$ cat src/rtl/pc_sequencer_if.sv
// Fetch-side bus for pc_sequencer.
//   master : drives the core enable, the fetch strobe, the current instruction,
//            the rs value and the redirect decode; it reads back the PC and status.
//   slave  : the sequencer itself.
interface pc_sequencer_if;
  logic        active;
  logic        fetch;
  logic [31:0] instruction;
  logic [31:0] reg_data;
  logic        jcontrol;
  logic        jrcontrol;
  logic        bcontrol;
  logic        link;
  logic [31:0] pc_out;
  logic [31:0] link_addr;
  logic        in_delay_slot;
  logic        halted;
  logic        slot_error;

  modport master (
    output active, fetch, instruction, reg_data, jcontrol, jrcontrol, bcontrol, link,
    input  pc_out, link_addr, in_delay_slot, halted, slot_error
  );

  modport slave (
    input  active, fetch, instruction, reg_data, jcontrol, jrcontrol, bcontrol, link,
    output pc_out, link_addr, in_delay_slot, halted, slot_error
  );
endinterface

$ cat src/rtl/pc_sequencer.sv
// Program counter sequencer for a MIPS-style core.
// The PC advances on edges where active and fetch are both high. It redirects
// on J, JR or branch, with an optional one-instruction delay slot. It halts
// when a redirect lands on HALT_ADDR.
//   clk, reset : single clock; synchronous active-high reset
//   bus        : pc_sequencer_if.slave
//                inputs  : active, fetch, instruction, reg_data, j/jr/bcontrol, link
//                outputs : pc_out, link_addr, in_delay_slot, halted, slot_error
module pc_sequencer #(
  parameter logic [31:0] RESET_VECTOR = 32'hBFC00000,
  parameter int unsigned DELAY_SLOT   = 1,
  parameter logic [31:0] HALT_ADDR    = 32'h00000000
) (
  input  logic           clk,
  input  logic           reset,
  pc_sequencer_if.slave  bus
);

  typedef enum logic [1:0] {RUN = 2'd0, DELAY = 2'd1, HALT = 2'd2} state_e;

  state_e      state_q, state_d;
  logic [31:0] pc_q, pc_d;
  logic [31:0] pend_q, pend_d;
  logic        serr_q, serr_d;
  logic        ids_q, ids_d;
  logic        halted_q, halted_d;

  logic [31:0] seq, j_tgt, br_tgt, tgt;
  logic        adv, redirect;

  assign adv      = bus.active & bus.fetch;
  assign redirect = bus.jrcontrol | bus.jcontrol | bus.bcontrol;
  assign seq      = pc_q + 32'd4;
  assign j_tgt    = {seq[31:28], bus.instruction[25:0], 2'b00};
  assign br_tgt   = seq + {{14{bus.instruction[15]}}, bus.instruction[15:0], 2'b00};

  // Priority among the redirect types: jr, then j, then branch.
  always_comb begin
    if (bus.jrcontrol)     tgt = bus.reg_data;
    else if (bus.jcontrol) tgt = j_tgt;
    else                   tgt = br_tgt;
  end

  always_comb begin
    state_d = state_q;
    pc_d    = pc_q;
    pend_d  = pend_q;
    serr_d  = serr_q;
    case (state_q)
      RUN: begin
        if (adv) begin
          if (redirect && DELAY_SLOT != 0) begin
            pc_d    = seq;
            pend_d  = tgt;
            state_d = DELAY;
          end else if (redirect) begin
            pc_d    = tgt;
            state_d = (tgt == HALT_ADDR) ? HALT : RUN;
          end else begin
            // Falling through onto HALT_ADDR is not a halt; only a redirect halts.
            pc_d    = seq;
          end
        end
      end
      DELAY: begin
        if (adv) begin
          // A redirect in the delay slot is dropped and flagged.
          if (redirect) serr_d = 1'b1;
          pc_d    = pend_q;
          state_d = (pend_q == HALT_ADDR) ? HALT : RUN;
        end
      end
      HALT:    state_d = HALT;
      default: state_d = RUN;
    endcase
    ids_d    = (state_d == DELAY);
    halted_d = (state_d == HALT);
  end

  always_ff @(posedge clk) begin
    if (reset) begin
      state_q  <= RUN;
      pc_q     <= RESET_VECTOR;
      pend_q   <= 32'd0;
      serr_q   <= 1'b0;
      ids_q    <= 1'b0;
      halted_q <= 1'b0;
    end else begin
      state_q  <= state_d;
      pc_q     <= pc_d;
      pend_q   <= pend_d;
      serr_q   <= serr_d;
      ids_q    <= ids_d;
      halted_q <= halted_d;
    end
  end

  assign bus.pc_out        = pc_q;
  assign bus.link_addr     = pc_q + 32'd8;
  assign bus.in_delay_slot = ids_q;
  assign bus.halted        = halted_q;
  assign bus.slot_error    = serr_q;

  // The opcode bits are decoded elsewhere. link only matters to whoever consumes link_addr.
  logic unused_bits;
  assign unused_bits = ^{bus.instruction[31:26], bus.link};

endmodule

$ cat src/flat_wrapper.sv
// flat-port wrapper written by rule: the top's interface ports become plain ports
module pc_sequencer_flat 
#(
  parameter logic [31:0] RESET_VECTOR = 32'hBFC00000,
  parameter int unsigned DELAY_SLOT   = 1,
  parameter logic [31:0] HALT_ADDR    = 32'h00000000
)
  (clk, reset, bus_active, bus_fetch, bus_instruction, bus_reg_data, bus_jcontrol, bus_jrcontrol, bus_bcontrol, bus_link, bus_pc_out, bus_link_addr, bus_in_delay_slot, bus_halted, bus_slot_error);
  pc_sequencer_if bus_i ();
  input  logic clk;
  input  logic reset;
  input wire logic [$bits(bus_i.active)-1:0] bus_active;
  input wire logic [$bits(bus_i.fetch)-1:0] bus_fetch;
  input wire logic [$bits(bus_i.instruction)-1:0] bus_instruction;
  input wire logic [$bits(bus_i.reg_data)-1:0] bus_reg_data;
  input wire logic [$bits(bus_i.jcontrol)-1:0] bus_jcontrol;
  input wire logic [$bits(bus_i.jrcontrol)-1:0] bus_jrcontrol;
  input wire logic [$bits(bus_i.bcontrol)-1:0] bus_bcontrol;
  input wire logic [$bits(bus_i.link)-1:0] bus_link;
  output wire logic [$bits(bus_i.pc_out)-1:0] bus_pc_out;
  output wire logic [$bits(bus_i.link_addr)-1:0] bus_link_addr;
  output wire logic [$bits(bus_i.in_delay_slot)-1:0] bus_in_delay_slot;
  output wire logic [$bits(bus_i.halted)-1:0] bus_halted;
  output wire logic [$bits(bus_i.slot_error)-1:0] bus_slot_error;
  assign bus_i.active = bus_active;
  assign bus_i.fetch = bus_fetch;
  assign bus_i.instruction = bus_instruction;
  assign bus_i.reg_data = bus_reg_data;
  assign bus_i.jcontrol = bus_jcontrol;
  assign bus_i.jrcontrol = bus_jrcontrol;
  assign bus_i.bcontrol = bus_bcontrol;
  assign bus_i.link = bus_link;
  assign bus_pc_out = bus_i.pc_out;
  assign bus_link_addr = bus_i.link_addr;
  assign bus_in_delay_slot = bus_i.in_delay_slot;
  assign bus_halted = bus_i.halted;
  assign bus_slot_error = bus_i.slot_error;
  pc_sequencer #(.RESET_VECTOR(RESET_VECTOR), .DELAY_SLOT(DELAY_SLOT), .HALT_ADDR(HALT_ADDR)) u_core (.clk(clk), .reset(reset), .bus(bus_i));
endmodule
$ cat config.mk
export PLATFORM = sky130hd
export DESIGN_NAME = pc_sequencer_flat
export DESIGN_NICKNAME = d
export VERILOG_FILES = /design/src/rtl/pc_sequencer_if.sv /design/src/rtl/pc_sequencer.sv /design/src/flat_wrapper.sv
export SDC_FILE = /design/constraint.sdc
export NUM_CORES = 1
export LEC_CHECK = 0
export CORE_ASPECT_RATIO = 0.9
export CORE_MARGIN = 3
export CORE_UTILIZATION = 50
export DETAILED_ROUTE_END_ITERATION = 10
export GPL_TIMING_DRIVEN = 0
export PLACE_DENSITY = 0.77
export SLEW_MARGIN = 20
export SYNTH_ARGS = -nofsm -noshare
export SYNTH_HDL_FRONTEND = slang
export SYNTH_SLANG_ARGS = --single-unit
export TNS_END_PERCENT = 30
$ cat constraint.sdc
create_clock -name clk -period 6.79 [get_ports clk]
set_input_delay 0.679 -clock clk [delete_from_list [all_inputs] [get_ports clk]]
set_output_delay 0.679 -clock clk [all_outputs]
set_load 0.1 [all_outputs]
* Yosys cells after proc, flatten, opt, wreduce, memory -nomap -nowiden
Index checks and enable logic that the tools add are counted.
** Storage, ports and cells
- ROM bits :: 0
- Flip-flop bits (word level) :: 69
- Memories kept :: 0
- Latch bits :: 0
- Memory bits (writable) :: 0
** Cells by class
- Reduce and logical (&&, ||, !) cells :: 6
- Div/mod/pow operators :: 0
- $mul :: 0
- Shift-type cells :: 0
- $lt $le $gt $ge :: 0
- Bitwise operators :: 3
- $add $sub $neg :: 3
- Equality and inequality tests :: 6
- Multiplexer cells :: 10
** Operator list (count)
- 2-to-1 mux 32 bit :: 4
- one-hot mux 32 bit (2 select lines) :: 1
- adder 32 x 3 -> 32 bit (second input constant) :: 1
- adder 32 bit :: 1
- adder 32 x 4 -> 32 bit (second input constant) :: 1
- zero test 32 bit :: 1
- AND reduction 3 bit :: 3
- 2-to-1 mux 2 bit :: 4
- one-hot mux 2 bit (3 select lines) :: 1
- equality test 2 x 1 -> 1 bit (second input constant) :: 2
- equality test 2 bit (second input constant) :: 2
- inequality test 2 x 1 -> 1 bit (second input constant) :: 2
- zero test 2 bit :: 1
- OR 1 bit :: 2
- nonzero test 2 bit :: 1
- bitwise AND 1 bit :: 1

* Longest topological paths before layout
- Word-level depth :: 6
- Gate-level depth with buffers :: 17
- Mapped depth without buffers :: 17

* Worst setup path after synthesis
Ideal clock, no wire load.
- Kind :: flip-flop to output port
- Start :: reg u_core.pc_q[10], in the netlist u_core.bus.pc_out[10]
- End :: out bus_link_addr[31]
- Data arrival time :: 4.031 ns
- Cell stages (with the launch flop) :: 8
- Buffers on the path :: 1
- Path slack :: 2.080 ns
- Data required time :: 6.111 ns
- Path through :: dfxtp_1 buf_4 and3_1 nand2_1 or4_1 nor4_1 nand2_1 xnor2_1
** On the way
- Longest elaborated chain between the ends :: 1
** Ends and longest elaborated chain
- start, declared :: RTL line pc_sequencer.sv:22 : logic [31:0] pc_q, pc_d;
- start signal, assigned :: RTL line pc_sequencer.sv:90 : pc_q <= pc_d;
- adder 32 x 4 -> 32 bit :: RTL line pc_sequencer.sv:99 : assign bus.link_addr = pc_q + 32'd8;
- end, declared :: RTL line flat_wrapper.sv:21 : output wire logic [$bits(bus_i.link_addr)-1:0] bus_link_addr;
Every way passes these cells.

* Final worst setup path
- Start :: reg u_core.pc_q[4], in the netlist u_core.bus.pc_out[4]
- End :: reg u_core.pend_q[31]
** On the way
- Longest elaborated chain between the ends :: 4
** Ends and longest elaborated chain
- adder 32 x 3 -> 32 bit * :: RTL line pc_sequencer.sv:33 : assign seq = pc_q + 32'd4;
- adder 32 bit :: RTL line pc_sequencer.sv:35 : assign br_tgt = seq + {{14{bus.instruction[15]}}, bus.instruction[15:0], 2'b00};
- 2-to-1 mux 32 bit * :: RTL line pc_sequencer.sv:40 : else if (bus.jcontrol) tgt = j_tgt;
- 2-to-1 mux 32 bit * :: RTL line pc_sequencer.sv:39 : if (bus.jrcontrol) tgt = bus.reg_data;
- end signal, assigned :: RTL line pc_sequencer.sv:91 : pend_q <= pend_d;
- end, declared :: RTL line pc_sequencer.sv:23 : logic [31:0] pend_q, pend_d;
Mark *: on every way between the ends. The rest lies on a longest branch, timed or not.
A chain may end at the register's enable or synchronous reset.

==> summary.md <==
| Metric | Value |
|---|---|
| Outcome | completed |
| Setup TNS | 0 ps |
| Syn Nets | 909 |
| Global-route wire length before repair | around 34 mm |
| Largest net degree at the start of global routing | 20 |
| Total gr overflow | 0 |
| Met2 usage | 51.25% |
| Mapped cell area | 0.005933 mm^2 |
| Max Slew Vio Count | 0 |
| Remaining antenna violation count | 0 |
| Worst path required time | 6990 ps |
| CP Cell Sequence | ha_1, nand2_2, nor4_2, and2_1, nand4_1, xnor2_1, ha_1, a21o_1, a21oi_1, o211ai_1, a21oi_1, o21ai_0, a21oi_1, mux2i_1, o22ai_1 |
| # hold bufs at CTS | 0 |
| Post-CTS sizing | 0 |
| Peak supply drop | 160.1 uV |
| Most frequent cells in the layout | 131 x clkdlybuf4s50_1, 122 x nand2_1, 83 x a21oi_1, 69 x dfxtp_1, 55 x nor2_1 |
| Slew HR | 33.78% |
| Final Cycle Share | between 60 and 70% |
| Yosys cell types | 67 |
| Crit path capture type | register |
| Most common flop cell mapped by yosys | dfxtp_1 |
| Seq/Total Area, Yosys | 23.28% |
| Port Buf Inserts | 131 |
| Via density | around 6.3 |
| Post-DP HPWL | 17.81 mm |
| Syn avg cell area | 7.426 um^2 |
| CP max FO | 8 |
| Area growth, synth to finish | 30.24% |
| Placed cells | roughly 1100 |
| Setup ws final | 2314 ps |
| Tightest Hold Check Type | register to register |
| Routed WL per cell | 20.43 um |
| Leading cell type in the layout, fill and taps excluded | clkdlybuf4s50_1 |
| Number of global-route vias before repair | 6423 |
| Setup Skew | 6.819 ps |
| Nature of the critical path startpoint | register |
| Clock tree buffer depth | 2 |
| Final hold viol count | 0 |
| DRC viols | 0 |
| Clk sinks | 69 |
| TritonCTS clock tree | yes |
| Placed Instance Area | 0.007440 mm^2 |
| EDFF count, synth | 0 |
| Slowest stage cell on the critical path | nor4_2 |
| CTS root buffer | clkbuf_16 |
| Iter 0 DRT Violations | 791 |
| Post-Synthesis Cells | 799 |
| Fmax | between 0.2 and 0.25 GHz |
| Yosys warns | 0 |
| FILL cells | 1010 |
| Number of diodes | 0 |
| Routed via count | 6904 |
| Row cnt | 37 |
| TritonCTS Buffers | 9 |
| Drt pass-1 iters | 7 |
| Initial core utilization | 51.47% |
| Met1 global-route usage | between 40% and 50% |
| Max-Cap Viols | 0 |
| GR Util All Layers | around a third |
| Flops & latches, synth | 69 |
| Crit path DAT | 4670 ps |
| Routability congestion estimate | 0.9767 |
| FF-to-FF setup slack | 2310 ps |
| Die height | 109.3 um |
| WHS | 482.6 ps |
| Final setup fails | 0 |
| Busiest grt layer | met2 |
| Postcts setup bufs | 0 |
| Min Clock Period, post-route | 4476 ps |
| Post-synthesis async set-or-reset flop share | 0% |
| Non-Filler Instances | 1102 |
| # IOs | 139 |
| Clock slew seen by the registers of the worst setup and hold paths | 60 ps |
| Die Width | 120.8 um |
| Layout cells sized above 1 | approximately 5.8% |
| Final core utilization | around 67% |
| Clk_lat worst skew | roughly 340 ps |
| Worst-margin pin slew | between 900 and 1000 ps |
| Crit-path max cell delay | 580 ps |
| Pre-CTS setup slack | approximately 2400 ps |
| Tot Pwr | 1.378 mW |
| Core Box Area | 0.01153 mm^2 |
| Pwr per Cell Area | 178.3 mW/mm^2 |
| Leak | 2.853 nW |
| Crit path kind | register to register |
| RSZ-0062 raised after global routing | false |
| Die Footprint | 0.01321 mm^2 |
| Final nets | 1051 |
| CTS H-tree lvls | 3 |
| CP most frequent cell | a21oi_1 |
| Initial antenna violation count | 0 |
| Post-Route WL | 22.52 mm |
| Met3 Usage GRT | 5.710% |
| Design Area, Final | 0.007727 mm^2 |
worst max-delay path: cells and delay by family, from the launching register on:
family	cells	cell delay, ps
and+or+nand+nor	4	1180
AOI/OAI and AO/OA	7	1220
adders and majority gates	2	680
xor gates and xnor gates	1	520
muxes	1	230
DFF	1	500
kinds of logic after synthesis:
logic type / share of synthesized area [%]
buffers and inverters: 5.167
AO/OA/AOI/OAI: 27.75
adder cells (fa/ha/maj): 8.140
flip-flops: 23.28
multiplexers: 1.561
AND/OR/NAND/NOR: 22.88
XOR/XNOR: 11.22
worst paths after layout:
path         depth (start not counted)                               start                                 end
min                                  2  u_core.bus.slot_error$_SDFFE_PP0P_  u_core.bus.slot_error$_SDFFE_PP0P_
max                                 15   u_core.bus.pc_out[4]$_SDFFE_PP0P_      u_core.pend_q[31]$_SDFFE_PP0P_
min reg2reg                          2  u_core.bus.slot_error$_SDFFE_PP0P_  u_core.bus.slot_error$_SDFFE_PP0P_
max reg2reg                         15   u_core.bus.pc_out[4]$_SDFFE_PP0P_      u_core.pend_q[31]$_SDFFE_PP0P_
cells in the mapped netlist (7+ instances only):
master	number	area [um^2]
a21oi_1	83	415.4
o221ai_1	17	148.9
mux2i_1	7	70.07
xnor2_1	45	394.1
nand2_1	122	457.9
and3_1	10	62.56
nor3_1	12	60.06
o211ai_1	35	262.8
o22ai_1	12	75.07
nand4_1	18	112.6
nor4_1	14	87.58
clkbuf_1	46	172.7
ha_1	37	462.9
inv_1	10	37.54
buf_2	8	40.04
a21o_1	11	82.58
a211oi_1	12	90.09
dfxtp_1	69	1381
o21ai_0	30	150.1
xor2_1	31	271.5
nor2_1	55	206.5
nand3_1	26	130.1
final cells by class:
cell class,instances,area (um^2),share of cell area (%)
Clock buffer,9,225.2,2.915
Buffer,62,265.3,3.433
Sequential cell,69,1381,17.88
Inverter,11,41.29,0.5343
Tap cell,156,195.2,2.526
Clock inverter,7,62.56,0.8096
Timing Repair Buffer,131,1311,16.97
Multi-Input combinational cell,657,4245,54.94
state kept, by name, indices dropped and copies added (netlist names):
register                  cells
u_core.state_q                2
u_core.bus.pc_out            32
u_core.bus.in_delay_slot      1
u_core.bus.halted             1
u_core.pend_q                32
u_core.bus.slot_error         1
power breakdown:
part	internal, mW	switching (mW)
logic	0.157	0.317
registers	0.425	0.0228
clock network	0.255	0.200
layer usage:
layer | vias to the layer above | routed length (um) | part of all wire (%)
met5 | - | 0 | 0
met4 | 0 | 505 | 2.2
met3 | 46 | 2314 | 10
met2 | 417 | 9888 | 44
met1 | 3226 | 9806 | 44
li1 | 3215 | - | -
No activity file was read; power rests on OpenSTA's default activity.
==> patch (config.mk and constraints unchanged) <==
Encoding of `state_e`: now one-hot (3 bits for 3 states).
--- a/src/rtl/pc_sequencer.sv
+++ b/src/rtl/pc_sequencer.sv
@@ -17,5 +17,5 @@
 );
 
-  typedef enum logic [1:0] {RUN = 2'd0, DELAY = 2'd1, HALT = 2'd2} state_e;
+  typedef enum logic [2:0] {RUN = 3'b001, DELAY = 3'b010, HALT = 3'b100} state_e;
 
   state_e      state_q, state_d;
Behaviour: same outputs for any inputs over 4 cycles, from zero or initial values and one cycle with reset high; so few cycles prove little.
==> patch against the original RTL <==
Critical path depth up 1. Power down 11%. Setup slack worse by 0.37 ns. First-iteration DRC count up 8.8%. Synthesized area up 5.6%. Sequential cell count up 1. Clock skew about the same. Global-route usage down 2.0 points. Final cell count up 8.3%. Routed wire length down 2.8%. Synthesized cell count up 11%. Sequential power about the same. Cell area up 4.2%. Largest cell class unchanged.
==> patch: results (changes against the original RTL) <==
[placed_design]
dpl.cell_count = 1177  ; +8.4%
gp_congestion = 0.961  ; -1.6%
place_ws_ns = 2.05  ; -0.385 ns
placed_area_um2 = 7770  ; +4.4%
port-buffer-count = 130  ; -0.76%

[detailed_routing]
route.met2.wl_um = 9530  ; -3.6%
wl_met1_um = 10000  ; +2.0%
met3_length_um = 2060  ; -11%
routed_wl_um = 21900  ; -2.8%
vias = 7198  ; +4.3%
drtIter0Drc = 861  ; +8.8%
wire_per_inst_um = 18.3  ; -10%
dr.pass1.iters = 5  ; -2

[sta]
relSlewSlack_pct = 31.5  ; -2.2 points
skew_ns = 0.00715  ; +0.000333 ns

[yosys]
synthXorXnorAreaFrac_pct = 10.5  ; -0.73 points
synth_compound_area_share_pct = 23.8  ; -4.0 points
syn-instance-count = 887  ; +11%
yosysUniqueCellTypes = 63  ; -6.0%
synthTopCellsByCount = nor2_1, nand2_1, a21oi_1

[global_route]
grt_max_degree = 24  ; +20%
globalRouteMet3Util_pct = 3.83  ; -1.9 points
grt_pass1_wl_um = 34000  ; -0.63%
grt.total_usage_pct = 31.1  ; -2.0 points
grt.met1_usage_pct = 48.3  ; +1.3 points
first_global_vias = 6217  ; -3.2%
met2_usage_pct = 45.7  ; -5.6 points

[pwr]
power_uw = 1230  ; -11%
p_comb_share_pct = 26.0  ; -8.4 points
p_leak_uw = 0.00311  ; +9.1%
irDropWorstVdd_uv = 117  ; -27%
power_clock_uw = 463  ; +2%
p_int_uw = 830  ; -0.90%

[clock_network]
cts.sinks = 70  ; +1.4%

[cells_and_area]
layout.nets = 1138  ; +8.3%
drive_gt1_share_pct = 4.65  ; -1.2 points

[run_status]
status = finished clean

[patch: changes by cell type after synthesis, moves of 8 or more]
cell / delta
nor3_1: +22
nand2_1: -21
o221ai_1: -16
nand3_1: +8
nor2_1: +66
[patch: layout make-up]
cell class	instances	area, um^2
plain buffers	71	315
clock inverters	4	47.5
clock buffers	12	236
fillers	1114	4120
repair buffers	130	1300
multi-input cells	730	4490
flip-flops and latches	70	1400
well taps	160	200
inverters	16	60.1
[patch: final timing paths]
| kind | endpoint | from | depth (start not counted) | slack (ns) |
|---|---|---|---|---|
| max | u_core.pend_q[30] | u_core.bus.pc_out[3] | 16 | 1.95 |
| min | u_core.bus.slot_error | u_core.bus.slot_error | 2 | 0.47 |
| max reg2reg | u_core.pend_q[30] | u_core.bus.pc_out[3] | 16 | 1.95 |
| min reg2reg | u_core.bus.slot_error | u_core.bus.slot_error | 2 | 0.47 |
